==> src/rtl/if_id_decode.sv <==
// IF/ID pipeline register with field decode, sign_extend control and
// load-use hazard detection against the EX stage.
module if_id_decode #(
    parameter int STALL_CNT_W = 16
) (
    input  logic                   clk,
    input  logic                   reset,
    input  logic [31:0]            instr_in,
    input  logic [31:0]            pc_plus4_in,
    input  logic                   if_valid,
    input  logic                   stall,
    input  logic                   flush,
    input  logic                   ex_mem_read,
    input  logic [4:0]             ex_rt,
    output logic                   id_valid,
    output logic [31:0]            instr_q,
    output logic [31:0]            pc_plus4_q,
    output logic [5:0]             opcode,
    output logic [4:0]             rs,
    output logic [4:0]             rt,
    output logic [4:0]             rd,
    output logic [4:0]             shamt,
    output logic [5:0]             funct,
    output logic [15:0]            imm16,
    output logic                   ext_ctrl,
    output logic [25:0]            target26,
    output logic                   hazard_stall,
    output logic                   if_hold,
    output logic                   id_bubble,
    output logic [STALL_CNT_W-1:0] stall_cycles
);

    logic                   id_valid_q, id_valid_d;
    logic [31:0]            instr_d, pc_plus4_d;
    logic [STALL_CNT_W-1:0] stall_cycles_q, stall_cycles_d;
    logic                   uses_rs, uses_rt;

    assign id_valid     = id_valid_q;
    assign stall_cycles = stall_cycles_q;

    assign opcode   = instr_q[31:26];
    assign rs       = instr_q[25:21];
    assign rt       = instr_q[20:16];
    assign rd       = instr_q[15:11];
    assign shamt    = instr_q[10:6];
    assign funct    = instr_q[5:0];
    assign imm16    = instr_q[15:0];
    assign target26 = instr_q[25:0];

    always_comb begin
        // Logical immediates (andi/ori/xori) zero-extend; everything else sign-extends.
        ext_ctrl = id_valid_q && (opcode == 6'h0C || opcode == 6'h0D || opcode == 6'h0E);
        uses_rs  = !(opcode == 6'h02 || opcode == 6'h03 || opcode == 6'h0F);
        uses_rt  = (opcode == 6'h00 || opcode == 6'h04 || opcode == 6'h05 || opcode == 6'h2B);
        hazard_stall = id_valid_q && ex_mem_read && (ex_rt != 5'd0) &&
                       ((uses_rs && ex_rt == rs) || (uses_rt && ex_rt == rt));
        if_hold   = stall || hazard_stall;
        id_bubble = hazard_stall || !id_valid_q;
    end

    always_comb begin
        id_valid_d     = id_valid_q;
        instr_d        = instr_q;
        pc_plus4_d     = pc_plus4_q;
        stall_cycles_d = stall_cycles_q;
        if (if_hold && stall_cycles_q != {STALL_CNT_W{1'b1}})
            stall_cycles_d = stall_cycles_q + 1'b1;
        if (flush) begin
            id_valid_d = 1'b0;
            instr_d    = 32'd0;
            pc_plus4_d = 32'd0;
        end else if (!if_hold) begin
            id_valid_d = if_valid;
            instr_d    = if_valid ? instr_in : 32'd0;
            pc_plus4_d = pc_plus4_in;
        end
    end

    always_ff @(posedge clk) begin
        if (reset) begin
            id_valid_q     <= 1'b0;
            instr_q        <= 32'd0;
            pc_plus4_q     <= 32'd0;
            stall_cycles_q <= '0;
        end else begin
            id_valid_q     <= id_valid_d;
            instr_q        <= instr_d;
            pc_plus4_q     <= pc_plus4_d;
            stall_cycles_q <= stall_cycles_d;
        end
    end

endmodule

==> config.mk <==
export PLATFORM = sky130hd
export DESIGN_NAME = if_id_decode
export DESIGN_NICKNAME = d
export VERILOG_FILES = /design/src/rtl/if_id_decode.sv
export SDC_FILE = /design/constraint.sdc
export NUM_CORES = 1
export LEC_CHECK = 0
export CORE_UTILIZATION = 41
export DETAILED_ROUTE_END_ITERATION = 8
export GPL_TIMING_DRIVEN = 0
export HOLD_SLACK_MARGIN = 0.06
export PLACE_DENSITY = 0.87
export SYNTH_ARGS = -nofsm -noshare
export SYNTH_HDL_FRONTEND = slang
export SYNTH_SLANG_ARGS = --single-unit
==> constraint.sdc <==
create_clock -name clk -period 6.55 [get_ports clk]
set_input_delay 0.9825 -clock clk [delete_from_list [all_inputs] [get_ports clk]]
set_output_delay 0.9825 -clock clk [all_outputs]
set_load 0.01 [all_outputs]
==> impl_metrics.yaml, run 1 <==
setup_path:
  slowest_stage: "or4_1"
  crit_path_cell_trace: "clkdlybuf4s50_1, or4_1, o211ai_1, nand4b_1, and3_4, buf_6, inv_2, buf_2, clkdlybuf4s50_1"
  cp.required_ns: 5.57
  crit_arrival_ns: 3.65
  cp-start-kind: "primary input"
  cpMostUsedCell: "clkdlybuf4s50_1"
  critPathCaptureType: "output port"
  max_stage_delay_ns: 0.55
  crit_fanout: 10
  path_class: "primary input to output port"
grt:
  grt_overflow: 0
  grt_max_degree: 16
  grt_pass1_vias: 4010
  grt_pass1_wl_um: 19600
  grt.total_usage_pct: 24.7
  antenna_found_initial: 0
synth:
  yosys.area.top_type: "dfxtp_1"
  synth_cell_types: 37
  synth-seq-area-share_pct: 41.8
  async_reset_ff_share_pct: 0
  synth-compound-area-share_pct: 14.0
  synth-xor-area-share_pct: 2.26
  synthCells: 496
  synthAdderAreaFrac_pct: 0.322
  syn_area_mm2: 0.00388
  yosysTopAreaCellShare_pct: 41.8
  synth_nets: 572
  ys_ff_latch: 81
  synth_ff_type: "dfxtp_1"
  synthMuxAreaShare_pct: 0.290
  synth_top_family_by_area: "simple AND/OR/NAND/NOR gates"
  avgSynthCellArea_um2: 7.82
  synth_edf_count: 0
  yosys_warnings: 0
  yosys.area_share.simple_pct: 23.3
  synth_area_leaders: "dfxtp_1, buf_4, a21oi_1, nand2_1, nand3_1"
place:
  place_congestion: 0.881
  place_area_mm2: 0.00633
  dp_hpwl_um: 9560
  io_buffers: 231
pwr:
  total_leakage_power_nw: 2.45
  vdd.ir_drop.worst_mv: 0.110
  powerDensity_mw_per_mm2: 163
detailed_routing:
  ant_nets: 0
  drcViolationCount: 0
  dr.pass1.iters: 4
  wl_per_cell_um: 14.6
  drt-initial-drc-count: 146
  vias: 4252
  viasPerCell: 4.98
  wl_um: 12500
cells_and_area:
  nets: 814
  drive_gt1_share_pct: 13.9
  area_delta_synth_final_pct: 68.4
  final_area_mm2: 0.00653
  diodes: 0
sta:
  finalSetupViolations: 0
  worstMarginPinSlew_ns: 0.507
  timing.final.crit_share_pct: 70.7
  fin_tns_setup_ns: 0
  skew_ns: 0.0154
  period_needed_ns: 4.63
  hold_viol: 0
  timing.slew.headroom_pct: 66.2
  slew_viol_final: 0
  fmax_mhz: 216
  rsz0062_at_grt: "no"
  hold_ws_ns: 0.458
clocking:
  ctsHoldBuffers: 0
  cts_root_buf: "clkbuf_8"
  worstSkewPairLatency_ns: 0.35
  clk_path_buf_depth: 2
  cts-buffers-inserted: 9
  clkTransAtPathRegs_ns: 0.09
  post_cts_resized: 0
  htreeDepth: 3
  cts_sinks: 81
  cts_tree: "done"
  postCtsSetupBuffers: 0
die:
  die_h_um: 99.3
  rows: 35
  dieArea_mm2: 0.00986
  top_level_ports: 234
  core_region_area_mm2: 0.00920
  die_w_um: 99.3
  start_util_pct: 42.2
min_path:
  hold_class: "flip-flop to flip-flop"
job:
  cap_violations: 0
status:
  status: "finished clean"
[cells by family (layout without fill, tap and decap cells)]
| logic type | Yosys count | in the layout |
|---|---|---|
| multiplexers | 1 | 1 |
| XOR/XNOR | 10 | 10 |
| buffers and inverters | 109 | 356 |
| flip-flops | 81 | 81 |
| AND/OR/NAND/NOR | 194 | 194 |
| adder cells (fa/ha/maj) | 1 | 1 |
| AO/OA/AOI/OAI | 100 | 100 |
[path summary, 6_finish.rpt]
check | end | depth (start not counted) | startpoint | slack (ns)
min reg2reg | pc_plus4_q[12]$_SDFFE_PP0N_ | 2 | pc_plus4_q[12]$_SDFFE_PP0N_ | 0.46
min | pc_plus4_q[12]$_SDFFE_PP0N_ | 2 | pc_plus4_q[12]$_SDFFE_PP0N_ | 0.46
max | if_hold | 9 | ex_rt[1] | 1.92
max reg2reg | stall_cycles[10]$_SDFFE_PP0P_ | 7 | instr_q[28]$_SDFFE_PP0N_ | 3.94
[synthesized netlist by cell type, types with 3 or more instances]
cell        n
dfxtp_1    81
xnor2_1     5
buf_2       7
buf_4      74
nor2b_1     3
and3_1      7
nand2_1   106
nand4_1     6
o31ai_1     9
or3_1       4
or4_1      10
clkbuf_1   20
buf_1       4
nor2_1      8
xor2_1      5
nand3_1    40
o21ai_0     4
a21oi_1    81
[registers in the layout (all words and copies together) (netlist names)]
signal and cells:
stall_cycles 16, id_valid 1, pc_plus4_q 32, instr_q 32
[where the power goes]
| part | leakage, nW | internal, mW | total (mW) | switching, mW |
|---|---|---|---|---|
| Sequential | 0.657 | 0.503 | 0.515 | 0.0112 |
| Clock | 0.104 | 0.181 | 0.380 | 0.199 |
| Combinational | 1.69 | 0.0990 | 0.169 | 0.0702 |
[worst max-delay path, delay by kind of cell]
| kind | cells | cell delay [ns] |
|---|---|---|
| buffers and inverters | 5 | 1.42 |
| and+or+nand+nor | 3 | 0.95 |
| AOI/OAI and AO/OA | 1 | 0.30 |
[stage by stage]
step	total power, mW	setup slack (ns)	cells	util, %
final	1.06	1.92	854	71.0
after global routing	1.11	1.77	854	71.0
after CTS	1.07	1.92	854	71.0
after detailed placement	0.695	1.96	838	68.8
after global placement	0.691	2.00	838	68.8
after floorplan	0.592	3.19	496	-
[layout make-up]
| class | instances | area [µm²] |
|---|---|---|
| Tap cell | 111 | 139 |
| Buffer | 106 | 692 |
| Inverter | 3 | 11.3 |
| Timing Repair Buffer | 231 | 2310 |
| Clock inverter | 7 | 78.8 |
| Fill cell | 728 | 2660 |
| Sequential cell | 81 | 1620 |
| Clock buffer | 9 | 124 |
| Multi-Input combinational cell | 306 | 1560 |
[placed cells by master, fill, tap and decap left out, types with 4 or more instances in the layout]
cell type | synthesis | layout
o31ai_1 | 9 | 9
xnor2_1 | 5 | 5
buf_2 | 7 | 7
nand3_1 | 40 | 40
buf_1 | 4 | 4
clkbuf_1 | 20 | 20
clkdlybuf4s50_1 | 0 | 231
nor2_1 | 8 | 8
nand2_1 | 106 | 106
clkbuf_8 | 0 | 9
xor2_1 | 5 | 5
and3_1 | 7 | 7
or3_1 | 4 | 4
or4_1 | 10 | 10
nand4_1 | 6 | 6
a21oi_1 | 81 | 81
o21ai_0 | 4 | 4
dfxtp_1 | 81 | 81
buf_4 | 74 | 74
[routing by layer]
layer	routed length (µm)	GRT usage, %	part of all wire, %	up-vias
li1	-	-	-	2095
met5	0	0	0	-
met4	208	8.37	1.7	0
met3	909	5.97	7.3	21
met1	5220	29.2	42	1947
met2	6130	43.6	49	189
Note: power is estimated with default switching activity, not from simulation.
==> run 2: changes to the inputs <==
Settings changed: CORE_UTILIZATION 41 to 38, PLACE_DENSITY 0.87 to 0.82.
Clock period 6.55 ns to 4.7 ns, I/O delays scaled along.
==> impl_metrics.yaml, run 2 (synthesis results as in run 1) <==
grt:
  grt_pass1_vias: 4080
  grt_pass1_wl_um: 19900
  grt_overflow: 0
  grt_max_degree: 15
  antenna_found_initial: 0
  grt.total_usage_pct: 24.1
sta:
  rsz0062_at_grt: "no"
  worstMarginPinSlew_ns: 0.525
  hold_viol: 0
  slew_viol_final: 0
  fin_tns_setup_ns: 0
  fmax_mhz: 247
  period_needed_ns: 4.04
  timing.slew.headroom_pct: 65.0
  finalSetupViolations: 0
  timing.final.crit_share_pct: 86.0
  skew_ns: 0.0139
die:
  dieArea_mm2: 0.0106
  start_util_pct: 39.5
  core_region_area_mm2: 0.00982
  rows: 36
  die_w_um: 103
  top_level_ports: 234
  die_h_um: 103
pwr:
  total_leakage_power_nw: 2.48
  vdd.ir_drop.worst_mv: 0.166
  powerDensity_mw_per_mm2: 245
place:
  place_congestion: 0.875
  place_area_mm2: 0.00636
  dp_hpwl_um: 9890
  place_inst: 860
  io_buffers: 231
clocking:
  cts-buffers-inserted: 9
  clk_path_buf_depth: 2
  clkTransAtPathRegs_ns: 0.09
  postCtsSetupBuffers: 0
  post_cts_resized: 0
  cts_tree: "done"
  cts_sinks: 81
  worstSkewPairLatency_ns: 0.35
  cts_root_buf: "clkbuf_8"
  ctsHoldBuffers: 0
  htreeDepth: 3
setup_path:
  slowest_stage: "or4_1"
  max_stage_delay_ns: 0.53
  critPathCaptureType: "output port"
  cp-start-kind: "primary input"
  cp.required_ns: 3.99
  crit_fanout: 10
  cpMostUsedCell: "clkdlybuf4s50_1"
  crit_family: "buffers and inverters"
  crit_arrival_ns: 3.34
  crit_buf_inv: 5
  rrSetupSlack_ns: 2.05
  path_class: "primary input to output port"
  crit_path_cell_trace: "clkdlybuf4s50_1, or4_1, o211ai_1, nand4b_1, and3_4, buf_6, inv_2, buf_2, clkdlybuf4s50_1"
cells_and_area:
  final_area_mm2: 0.00663
  finish.utilization_pct: 67.5
  mostFrequentLayoutCells: "clkdlybuf4s50_1, nand2_1, a21oi_1, dfxtp_1, buf_4"
  layout_commonest_cell: "clkdlybuf4s50_1"
  nets: 814
  fin_cells: 876
  seq_area_mm2: 0.00162
  nFillCells: 833
  area_delta_synth_final_pct: 70.8
  multi_input_area_mm2: 0.00156
  drive_gt1_share_pct: 13.9
  diodes: 0
job:
  cap_violations: 0
min_path:
  hold_class: "flip-flop to flip-flop"
detailed_routing:
  drt-initial-drc-count: 172
  wl_um: 12800
  vias: 4330
  ant_nets: 0
  drcViolationCount: 0
  dr.pass1.iters: 6
  viasPerCell: 4.94
  wl_per_cell_um: 14.7
status:
  status: "finished clean"
==> run 2: changes by cell type in the layout (fill, tap and decap cells not counted) <==
cell,before,now
inv_6,2,0
clkinv_4,3,2
bufinv_16,1,4
==> run 2: worst reg2reg max path: cells and delay by family (launching register included) <==
| kind | cells | cell delay, ns |
|---|---|---|
| buffers and inverters | 3 | 0.71 |
| DFF | 1 | 0.45 |
| and+or+nand+nor | 4 | 0.81 |
| AOI/OAI and AO/OA | 2 | 0.61 |
==> run 2: per-layer routing <==
| metal | routed length (µm) | global-route usage (%) | up-vias |
|---|---|---|---|
| li1 | - | - | 2095 |
| met1 | 5060 | 27.8 | 2016 |
| met2 | 6350 | 41.6 | 198 |
| met3 | 1170 | 6.31 | 21 |
| met4 | 256 | 11.4 | 0 |
| met5 | 0 | 0 | - |
==> run 2: final timing paths <==
| check | startpoint | endpoint | depth (start not counted) |
|---|---|---|---|
| worst max register to register | instr_q[28]$_SDFFE_PP0N_ | pc_plus4_q[19]$_SDFFE_PP0N_ | 9 |
| worst min register to register | pc_plus4_q[25]$_SDFFE_PP0N_ | pc_plus4_q[25]$_SDFFE_PP0N_ | 2 |
| worst min-delay path | pc_plus4_q[25]$_SDFFE_PP0N_ | pc_plus4_q[25]$_SDFFE_PP0N_ | 2 |
| worst max-delay path | ex_rt[2] | if_hold | 9 |
==> run 2: metrics by stage <==
step           hold slack, ns  setup WS, ns  power (mW)
2_1_floorplan           0.481          1.90       0.825
3_3_place_gp            0.442         0.709       0.964
3_5_place_dp            0.448         0.661       0.969
4_1_cts                 0.461         0.642        1.64
5_1_grt                 0.476         0.547        1.69
6_report                0.457         0.659        1.62
==> run 2: area by class of cell <==
class	count	share of cell area, %
timing repair buffer	231	34.9
buffer	106	10.4
multi-input combinational	306	23.5
tap	133	2.51
sequential	81	24.5
clock buffer	9	1.87
inverter	3	0.170
clock inverter	7	2.15
==> run 2: where the power goes <==
part | internal, mW | total, mW | switching, mW
clock network | 0.408 | 0.672 | 0.264
logic | 0.138 | 0.235 | 0.0976
registers | 0.701 | 0.717 | 0.0157
total | 1.25 | 1.62 | 0.377
